## src/rtl/unpack_max_scan.sv

```systemverilog
// Find-max scanner: walks every entry of an external register array through its
// combinational read port, one entry per clock, and reports the largest value and its index.
module unpack_max_scan #(
    parameter int DEPTH = 20,
    parameter int WIDTH = 11,
    parameter int AW    = 5
) (
    input  logic             ck,
    input  logic             rst,
    input  logic             start,
    output logic [AW-1:0]    rd_idx,
    input  logic [WIDTH-1:0] rd_data,
    output logic             busy,
    output logic             done,
    output logic [WIDTH-1:0] max_val,
    output logic [AW-1:0]    max_idx,
    output logic [1:0]       o_dbg_state
);

    typedef enum logic [1:0] {
        S_IDLE = 2'd0,
        S_SCAN = 2'd1,
        S_DONE = 2'd2
    } state_t;

    localparam logic [AW-1:0] LAST_IDX = AW'(DEPTH - 1);

    state_t           r_state;
    state_t           w_state_nxt;
    logic [AW-1:0]    r_rd_idx;
    logic             r_busy;
    logic             r_done;
    logic [WIDTH-1:0] r_max_val;
    logic [AW-1:0]    r_max_idx;
    logic [WIDTH-1:0] r_cur_val;
    logic [AW-1:0]    r_cur_idx;

    logic             w_last;
    logic             w_take;
    logic [WIDTH-1:0] w_cmp_val;
    logic [AW-1:0]    w_cmp_idx;
    logic [AW-1:0]    w_rd_idx_nxt;
    logic             w_busy_nxt;
    logic             w_done_nxt;

    assign w_last = (r_rd_idx == LAST_IDX);

    // Entry 0 seeds the running max; later entries replace it only when strictly larger,
    // so the lowest index wins ties.
    assign w_take    = (r_rd_idx == '0) || (rd_data > r_cur_val);
    assign w_cmp_val = w_take ? rd_data  : r_cur_val;
    assign w_cmp_idx = w_take ? r_rd_idx : r_cur_idx;

    always_ff @(posedge ck) begin
        if (rst) begin
            r_state <= S_IDLE;
        end else begin
            r_state <= w_state_nxt;
        end
    end

    always_comb begin
        w_state_nxt = r_state;
        case (r_state)
            S_IDLE:  if (start)  w_state_nxt = S_SCAN;
            S_SCAN:  if (w_last) w_state_nxt = S_DONE;
            S_DONE:  w_state_nxt = S_IDLE;
            default: w_state_nxt = S_IDLE;
        endcase
    end

    always_comb begin
        w_busy_nxt   = (w_state_nxt != S_IDLE);
        w_done_nxt   = (w_state_nxt == S_DONE);
        w_rd_idx_nxt = '0;
        if (r_state == S_SCAN && !w_last) begin
            w_rd_idx_nxt = r_rd_idx + AW'(1);
        end
    end

    always_ff @(posedge ck) begin
        if (rst) begin
            r_rd_idx  <= '0;
            r_busy    <= 1'b0;
            r_done    <= 1'b0;
            r_max_val <= '0;
            r_max_idx <= '0;
            r_cur_val <= '0;
            r_cur_idx <= '0;
        end else begin
            r_rd_idx <= w_rd_idx_nxt;
            r_busy   <= w_busy_nxt;
            r_done   <= w_done_nxt;
            case (r_state)
                S_IDLE: begin
                    r_cur_val <= '0;
                    r_cur_idx <= '0;
                end
                S_SCAN: begin
                    r_cur_val <= w_cmp_val;
                    r_cur_idx <= w_cmp_idx;
                    // Published results only move when a scan completes.
                    if (w_last) begin
                        r_max_val <= w_cmp_val;
                        r_max_idx <= w_cmp_idx;
                    end
                end
                default: ;
            endcase
        end
    end

    assign rd_idx      = r_rd_idx;
    assign busy        = r_busy;
    assign done        = r_done;
    assign max_val     = r_max_val;
    assign max_idx     = r_max_idx;
    assign o_dbg_state = r_state;

endmodule
```

## config.mk

```make
export PLATFORM = sky130hd
export DESIGN_NAME = unpack_max_scan
export DESIGN_NICKNAME = d
export VERILOG_FILES = /design/src/rtl/unpack_max_scan.sv
export SDC_FILE = /design/constraint.sdc
export NUM_CORES = 1
export LEC_CHECK = 0
export BUFFER_PORTS_ARGS = -buffer_cell sky130_fd_sc_hd__buf_2
export CAP_MARGIN = 20
export CORE_AREA = 2 2 87 68
export CTS_CLUSTER_SIZE = 10
export DETAILED_ROUTE_END_ITERATION = 12
export DIE_AREA = 0 0 89 70
export GPL_ROUTABILITY_DRIVEN = 0
export PLACE_DENSITY_LB_ADDON = 0.15
export SLEW_MARGIN = 10
export SYNTH_ARGS = -nofsm -noshare
export SYNTH_HDL_FRONTEND = slang
export SYNTH_SLANG_ARGS = --single-unit
```

## constraint.sdc

```tcl
create_clock -name ck -period 2.35 [get_ports ck]
set_input_delay 0 -clock ck [delete_from_list [all_inputs] [get_ports ck]]
set_output_delay 0 -clock ck [all_outputs]
set_load 0.1 [all_outputs]
```

Yosys cells after proc, flatten, opt, wreduce, memory -nomap -nowiden --
Index checks and enable logic that the tools add are counted. Widths: inputs -> output; s select.
Word-level totals: bits of input ports 14, output and inout bits 25, logic and storage cells 30, register bits 41
Operators by class: reductions and logical operators 9, $add $sub $neg 1, magnitude comparators 1, bitwise logic cells 1, multiplexer cells 7, equal/unequal tests 3
Operators by type and width (count):
- $pmux 11 s2 | 1
- $gt 11x11->1 | 1
- $mux 11 | 1
- $pmux 5 s2 | 1
- $add 5x1->5 const B | 1
- $eq 5x5->1 const B | 1
- $logic_not 5->1 | 1
- $mux 5 | 1
- $mux 2 | 2
- $pmux 2 s2 | 1
- $reduce_bool 2->1 | 2
- $eq 2x1->1 const B | 1
- $eq 2x2->1 const B | 1
- $logic_not 2->1 | 1
- $reduce_and 2->1 | 1
- $reduce_or 2->1 | 1
- $logic_and 1x1->1 | 1
- $logic_not 1->1 | 1
- $logic_or 1x1->1 | 1
- $not 1->1 | 1

Depth between registers and ports, before layout --
Gate-level depths: netlist (run 1).
word-level depth 5, mapped depth 10, gate-level depth less buffers 9

Worst setup path before layout (run 1) --
OpenSTA, ideal clock, no wires.
kind reg2reg, start point register r_rd_idx[0] (netlist: rd_idx[0]), end point register r_max_val[10] (netlist: max_val[10]), required time 2.215 ns, cell stages (with the launch flop) 7, period minus slack after synthesis 2.582 ns, setup slack -0.232 ns, buffers on the path 1, arrival 2.447 ns, library setup time 0.135 ns, cells stage by stage dfxtp_1 ha_1 and4bb_2 nand2_1 nor2_1 buf_2 a22oi_1
On the way: word-level cells in the longest chain between the ends 3, elaborated cells on any way between the ends 5, those cells by class eq/ne (1); mux (1); reduce/logical (3)
RTL lines:
- from (decl) | RTL line 30 | logic [AW-1:0] r_rd_idx;
- from (signal assigned) | RTL line 91 | r_rd_idx <= w_rd_idx_nxt;
- $logic_not 5->1 | RTL line 50 | assign w_take = (r_rd_idx == '0) || (rd_data > r_cur_val);
- $logic_or 1x1->1 | RTL line 50
- $mux 11 | RTL line 51 | assign w_cmp_val = w_take ? rd_data : r_cur_val;
- to (signal assigned) | RTL line 104 | r_max_val <= w_cmp_val;
- to (decl) | RTL line 33 | logic [WIDTH-1:0] r_max_val;
Several ways; a longest one is shown, not always the timed one. A chain may end at the register's enable or synchronous reset.

Worst setup path after layout (run 1) --
start point register r_cur_val[9], end point register r_cur_idx[4]
On the way: word-level cells in the longest chain between the ends 4
RTL lines:
- from (decl) | RTL line 35 | logic [WIDTH-1:0] r_cur_val;
- from (signal assigned) | RTL line 100 | r_cur_val <= w_cmp_val;
- $gt 11x11->1 | RTL line 50
- $logic_or 1x1->1 | RTL line 50
- $mux 5 | RTL line 52 | assign w_cmp_idx = w_take ? r_rd_idx : r_cur_idx;
- $pmux 5 s2 | RTL line 94 | case (r_state)
- to (signal assigned) | RTL line 101 | r_cur_idx <= w_cmp_idx;
- to (decl) | RTL line 36 | logic [AW-1:0] r_cur_idx;
Every way passes these cells.

==> flow_summary_export.csv, run 1 <==
group,metric,value,unit
status,status,"finished, final reports clean",
detailed_routing,wl_per_cell,12.81,microns
setup_path,crit_path_start_kind,"flop",
floorplanning,die_height,70,microns
layout,drive_gt1_share,24.17,%
power_and_ir_drop,power.leakage,1.063,nW
sta,tightest_slew,0.5231,ns
detailed_routing,vias_per_cell,4.585,
setup_path,cp_num_buf_inv,1,
layout,fin_util,42.14,%
setup_path,worstPathRequired,2.53,ns
sta,maxSlewHeadroom,65.05,%
sta,rsz0062_at_grt,"false",
logic_synthesis,yosysWarnings,0,
setup_path,path_max_fanout,16,
global_routing,antenna_found_initial,0,
floorplanning,core,0.005525,sq mm
logic_synthesis,netlist.top_cell.by_area,"dfxtp_1",
sta,skew,0.003244,ns
logic_synthesis,synth-seq-area-share,45.21,%
detailed_routing,vias,1458,
floorplanning,ios,39,
floorplanning,dieArea,0.006230,sq mm
detailed_routing,drt_iter0_drc,43,
logic_synthesis,synthTopCellsByArea,"dfxtp_1 45%, ha_1 9.0%, a22o_1 7.7%, mux2i_1 7.7%, a22oi_1 4.5%",
setup_path,worst_setup_path_end_kind,"flop",
clock_network,postCtsSetupBuffers,0,
hold_path,hp-class,"in -> reg",
detailed_routing,firstDrtPassIters,4,
logic_synthesis,async_flop_share,0,%
power_and_ir_drop,vdd_drop_max,242.5,uV
layout,nets,266,
sta,finalSetupViolations,0,
global_routing,grt_pass1_vias,1394,
layout,diodes,0,
clock_network,cts_root_buf,"clkbuf_8",
global_routing,overflow,0,
global_routing,grt.total_usage,14.14,%
logic_synthesis,synthesis.nets,210,
clock_network,cts_tree,"built",
logic_synthesis,synth_area,0.001815,sq mm
clock_network,htree_levels,2,
logic_synthesis,syn_inst,183,
setup_path,cpMaxStageDelayCell,"a32o_4",
flow_run,max_cap_violations,0,
sta,layout_min_cycle_time,2.136,ns
clock_network,clk_pin_slew_worst_paths,0.07,ns
floorplanning,initial_core_util,32.86,%
detailed_routing,drc,0,
clock_network,cts_buffers,5,
layout,fillers,586,
sta,hold_viol_final,0,
floorplanning,floorplan.rows,24,
sta,fmax,0.4682,GHz
clock_network,max-clock-path-buffers,2,
global_routing,grt_max_degree,20,
setup_path,path_class,"reg -> reg",
setup_path,critical-path-max-stage-delay,0.39,ns
logic_synthesis,synth_common_cells,"41 x dfxtp_1, 18 x nand2_1, 17 x inv_1, 16 x a22o_1, 14 x mux2i_1",
logic_synthesis,ys_ff_latch,41,
sta,report.final.slew_viol_count,0,
logic_synthesis,synth_most_common_cell,"dfxtp_1",
logic_synthesis,synth_top_area_share,45.21,%
detailed_routing,ant_nets,0,
layout,area_growth,28.26,%
placement,portBuffers,38,
placement,dp.final_hpwl,2752,microns
logic_synthesis,avgSynthCellArea,9.921,sq um
logic_synthesis,synth-edff-count,0,
sta,post-route-period-util,90.88,%
clock_network,cts_sinks,41,
logic_synthesis,synth_ff_type,"dfxtp_1",
global_routing,grt_pass1_wl,6831,microns
power_and_ir_drop,total_power,1.338,mW
setup_path,cp.arrival,2.31,ns
clock_network,clk_latency,0.29,ns
floorplanning,die_w,89,microns
logic_synthesis,yosysUniqueCellTypes,34,
sta,fin_setup_tns,0,ns
setup_path,crit_family,"compound AO/OA/AOI/OAI gates",
power_and_ir_drop,powerDensity,574.7,mW/mm^2
detailed_routing,finalWirelength,4074,microns
setup_path,crit_chain,"inv_1, ha_1, nand3_2, nor3_2, a211oi_1, o21ai_2, nand2_4, a32o_4, a22o_1",
[report_power, final]
| group | switching [mW] | leakage (nW) | internal (mW) |
|---|---|---|---|
| sequential | 0.00945 | 0.334 | 0.706 |
| combinational | 0.108 | 0.690 | 0.0781 |
| clock | 0.226 | 0.0395 | 0.211 |
[worst reg2reg max path: stages, from the launching register on]
cell and delay (ns):
dfxtp_1 0.36, inv_1 0.05, ha_1 0.30, nand3_2 0.10, nor3_2 0.21, a211oi_1 0.11, o21ai_2 0.09, nand2_4 0.14
a32o_4 0.40, a22o_1 0.26
[stage by stage]
step	hold WS [ns]	cell area [sq um]	std cells	worst slack, ns
after floorplan	0.06907	1819	183	0.1443
after global placement	0.1979	2101	297	0.1445
after detailed placement	0.1987	2101	297	0.1124
after CTS	0.4256	2311	318	0.06857
after global routing	0.4653	2328	318	0.05586
final	0.4439	2328	318	0.2143
[metal layers]
layer | track usage, % | up-vias | share of wire, %
met3 | 3.546 | 5 | 2.8
met1 | 22.44 | 655 | 57
met4 | 4.975 | 0 | 1.4
met5 | 0 | - | 0
li1 | - | 773 | -
met2 | 18.08 | 25 | 39
[registers in the layout, indices dropped and copies added, names as in the netlist]
register	cells
busy	1
done	1
max_idx	5
max_val	11
o_dbg_state	2
r_cur_idx	5
r_cur_val	11
rd_idx	5
[worst paths after layout]
check,from,to,slack [ns],depth (start not counted)
min,rst,max_idx[3],0.44,3
max reg2reg,r_cur_val[9],r_cur_idx[4],0.21,9
min reg2reg,max_val[7],max_val[7],0.46,2
max,r_cur_val[9],r_cur_idx[4],0.21,9
[cells in the final DEF (no fill, tap or decap), types with 7 or more instances in the layout]
cell type | synthesis | final
dfxtp_1 | 41 | 38
buf_2 | 2 | 38
nand2_1 | 18 | 18
inv_1 | 17 | 17
a22o_1 | 16 | 16
mux2i_1 | 14 | 14
ha_1 | 13 | 13
dlygate4sd3_1 | 0 | 13
a22oi_1 | 11 | 11
a21oi_1 | 9 | 9
o21ai_0 | 7 | 7
[timing repair]
item,4_1_cts,5_1_grt
setup endpoints to repair,0,13
hold buffers,13,0
hold endpoints to repair,13,0
resized for setup,0,2
[cell families after synthesis]
logic type | Yosys count | share of synthesized area, %
AO/OA/AOI/OAI | 51 | 20.33
XOR/XNOR | 2 | 0.9650
adder cells (fa/ha/maj) | 13 | 8.960
buffers and inverters | 23 | 5.514
flip-flops | 41 | 45.21
multiplexers | 14 | 7.719
AND/OR/NAND/NOR | 39 | 11.30
[cell type report]
type | instances | area [sq um] | area share, %
well taps | 78 | 97.59 | 4.191
repair buffers | 55 | 350.3 | 15.05
clock buffers | 8 | 80.08 | 3.439
flip-flops and latches | 41 | 824.5 | 35.41
multi-input cells | 119 | 912.1 | 39.17
inverters | 17 | 63.81 | 2.740
(Power assumes the default switching activity.)
==> run 2: changes to the inputs <==
Settings changed: CORE_AREA 2 2 87 68 to 2 2 81 64, DIE_AREA 0 0 89 70 to 0 0 83 66.
Clock period 2.35 ns to 2.1 ns, I/O delays scaled along.
==> run 2 against run 1 <==
  * Worst hold slack improved by 0.017 ns
  * Register-to-register slack got worse by 0.16 ns
  * Total power rose by 20%
  * Critical path type unchanged
  * Critical endpoint is now r_cur_val[10]
==> flow_summary_export.csv, run 2 (synthesis gave the netlist of run 1 again) <==
group,metric,value,unit
setup_path,crit_family,"compound AO/OA/AOI/OAI gates",
sta,hold_viol_final,0,
setup_path,path_max_fanout,8,
sta,rsz0062_at_grt,"true",
flow_run,max_cap_violations,0,
layout,final_common_cell,"buf_2",
setup_path,critical-path-max-stage-delay,0.33,ns
setup_path,r2r-end,"r_cur_val[10]",
layout,layout_common_cells,"36 x buf_2, 28 x dfxtp_1, 17 x nand2_1, 16 x inv_1, 16 x a22o_1",
global_routing,overflow,0,
detailed_routing,vias,1547,
placement,placed_area,0.002135,sq mm
global_routing,antenna_found_initial,0,
floorplanning,floorplan.rows,22,
setup_path,reg2reg_depth,10,
floorplanning,core,0.004707,sq mm
floorplanning,die_w,83,microns
clock_network,max-clock-path-buffers,2,
sta,finalSetupViolations,0,
sta,tightest_slew,0.5766,ns
detailed_routing,wl_per_cell,14.55,microns
layout,stdcell_area,0.002594,sq mm
layout,fillers,406,
sta,layout_min_cycle_time,2.046,ns
sta,post-route-period-util,97.43,%
global_routing,grt_pass1_wl,6913,microns
clock_network,htree_levels,2,
power_and_ir_drop,power.leakage,1.172,nW
global_routing,grt.total_usage,16.19,%
placement,place_ws,-0.06764,ns
detailed_routing,vias_per_cell,4.974,
layout,layout.cells.non_filler,311,
clock_network,clk_pin_slew_worst_paths,0.08,ns
detailed_routing,firstDrtPassIters,4,
global_routing,grt_pass1_vias,1409,
placement,dp.final_hpwl,2849,microns
detailed_routing,drc,0,
floorplanning,initial_core_util,38.57,%
hold_path,hp-class,"reg -> reg",
layout,diodes,0,
setup_path,worstPathRequired,2.28,ns
setup_path,worst_setup_path_end_kind,"flop",
floorplanning,dieArea,0.005478,sq mm
setup_path,crit_path_start_kind,"flop",
setup_path,path_class,"reg -> reg",
clock_network,cts_root_buf,"clkbuf_8",
layout,drive_gt1_share,37.85,%
hold_path,min_from,"max_idx[4]",
floorplanning,die_height,66,microns
placement,portBuffers,38,
setup_path,startpoint,"r_cur_val[10]",
sta,maxSlewHeadroom,61.47,%
detailed_routing,drt_iter0_drc,55,
sta,fmax,0.4887,GHz
placement,dp.cells,284,
layout,area_growth,42.87,%
clock_network,cts_buffers,5,
clock_network,clk_latency,0.29,ns
global_routing,grt_max_degree,17,
power_and_ir_drop,total_power,1.602,mW
setup_path,path_depth,10,
setup_path,cp_num_buf_inv,2,
sta,fin_ws,0.05391,ns
sta,report.final.slew_viol_count,0,
setup_path,reg2reg_from,"r_cur_val[10]",
setup_path,cp.arrival,2.23,ns
power_and_ir_drop,vdd_drop_max,360.4,uV
floorplanning,ios,39,
detailed_routing,ant_nets,0,
setup_path,crit_chain,"inv_1, ha_4, nand3_4, nor3_4, a211oi_2, o21ai_2, nand2_4, a32o_2, clkbuf_16, a22o_1",
setup_path,cpMaxStageDelayCell,"dfxtp_2",
clock_network,cts_tree,"built",
sta,skew,0.007106,ns
setup_path,crit_path_end,"r_cur_val[10]",
power_and_ir_drop,powerDensity,617.8,mW/mm^2
status,status,"finished, final reports clean",
setup_path,r2r_slack,0.05,ns
detailed_routing,finalWirelength,4524,microns
clock_network,cts_sinks,41,
layout,nets,277,
-- run 2: changes by cell type in the layout (fill, tap and decap cells not counted), moves of 2 or more --
cell | before | now
buf_4 | 4 | 12
buf_2 | 38 | 36
dfxtp_2 | 3 | 11
dfxtp_1 | 38 | 28
ha_1 | 13 | 5
dfxtp_4 | 0 | 2
ha_4 | 0 | 8
buf_6 | 0 | 2
-- run 2: layout make-up --
type                       instances  area [sq um]  area share [%]
clock buffer                       8         90.09           3.473
multi-input combinational        119          1040           40.09
timing repair buffer              66         483.0           18.62
tap                               60         75.07           2.894
inverter                          17         63.81           2.460
sequential                        41         842.1           32.47
-- run 2: worst min-delay path by stage --
| stage | depth (start not counted) | slack, ns | end |
|---|---|---|---|
| floorplan | 1 | 0.07 | max_idx[3] |
| global placement | 2 | 0.20 | max_idx[3] |
| detailed placement | 2 | 0.20 | max_idx[3] |
| CTS | 3 | 0.42 | max_idx[3] |
| global route | 2 | 0.48 | max_idx[4] |
| finish | 2 | 0.46 | max_idx[4] |
-- run 2: report_power, final --
part | total, mW | switching (mW) | internal (mW) | leakage, nW
Clock | 0.532 | 0.264 | 0.268 | 0.0455
Combinational | 0.271 | 0.144 | 0.126 | 0.788
Sequential | 0.799 | 0.0101 | 0.789 | 0.339
Total | 1.60 | 0.419 | 1.18 | 1.17
-- run 2: worst reg2reg max path: stages (launching register included) --
cell       delay, ns
dfxtp_2         0.33
inv_1           0.06
ha_4            0.28
nand3_4         0.08
nor3_4          0.20
a211oi_2        0.10
o21ai_2         0.09
nand2_4         0.12
a32o_2          0.33
clkbuf_16       0.17
a22o_1          0.17
-- run 2: through the flow --
stage                     hold slack [ns]  TNS (ns)  utilization, %
after floorplan                   0.06907         0               -
after global placement             0.1971         0           45.35
after detailed placement           0.1965   -0.8120           45.35
after CTS                          0.4188         0           50.19
after global routing               0.4801   -0.5720           55.10
final                              0.4614         0           55.10
-- run 2: what timing repair did --
action | 4_1_cts | 5_1_grt
resized for setup | 1 | 31
pin swaps | 1 | 12
setup endpoints to repair | 14 | 28
hold endpoints to repair | 13 | 0
hold buffers | 13 | 0
buffers inserted | 0 | 7
gates cloned | 0 | 1
-- run 2: metal layers --
metal  track usage [%]  wire, microns  share of wire [%]  vias to the layer above
met5                 0              0                  0                        -
met1             23.26           2318                 51                      707
met4             6.148             59                1.3                        0
met3             4.245            214                4.7                        7
li1                  -              -                  -                      797
met2             23.08           1932                 43                       36
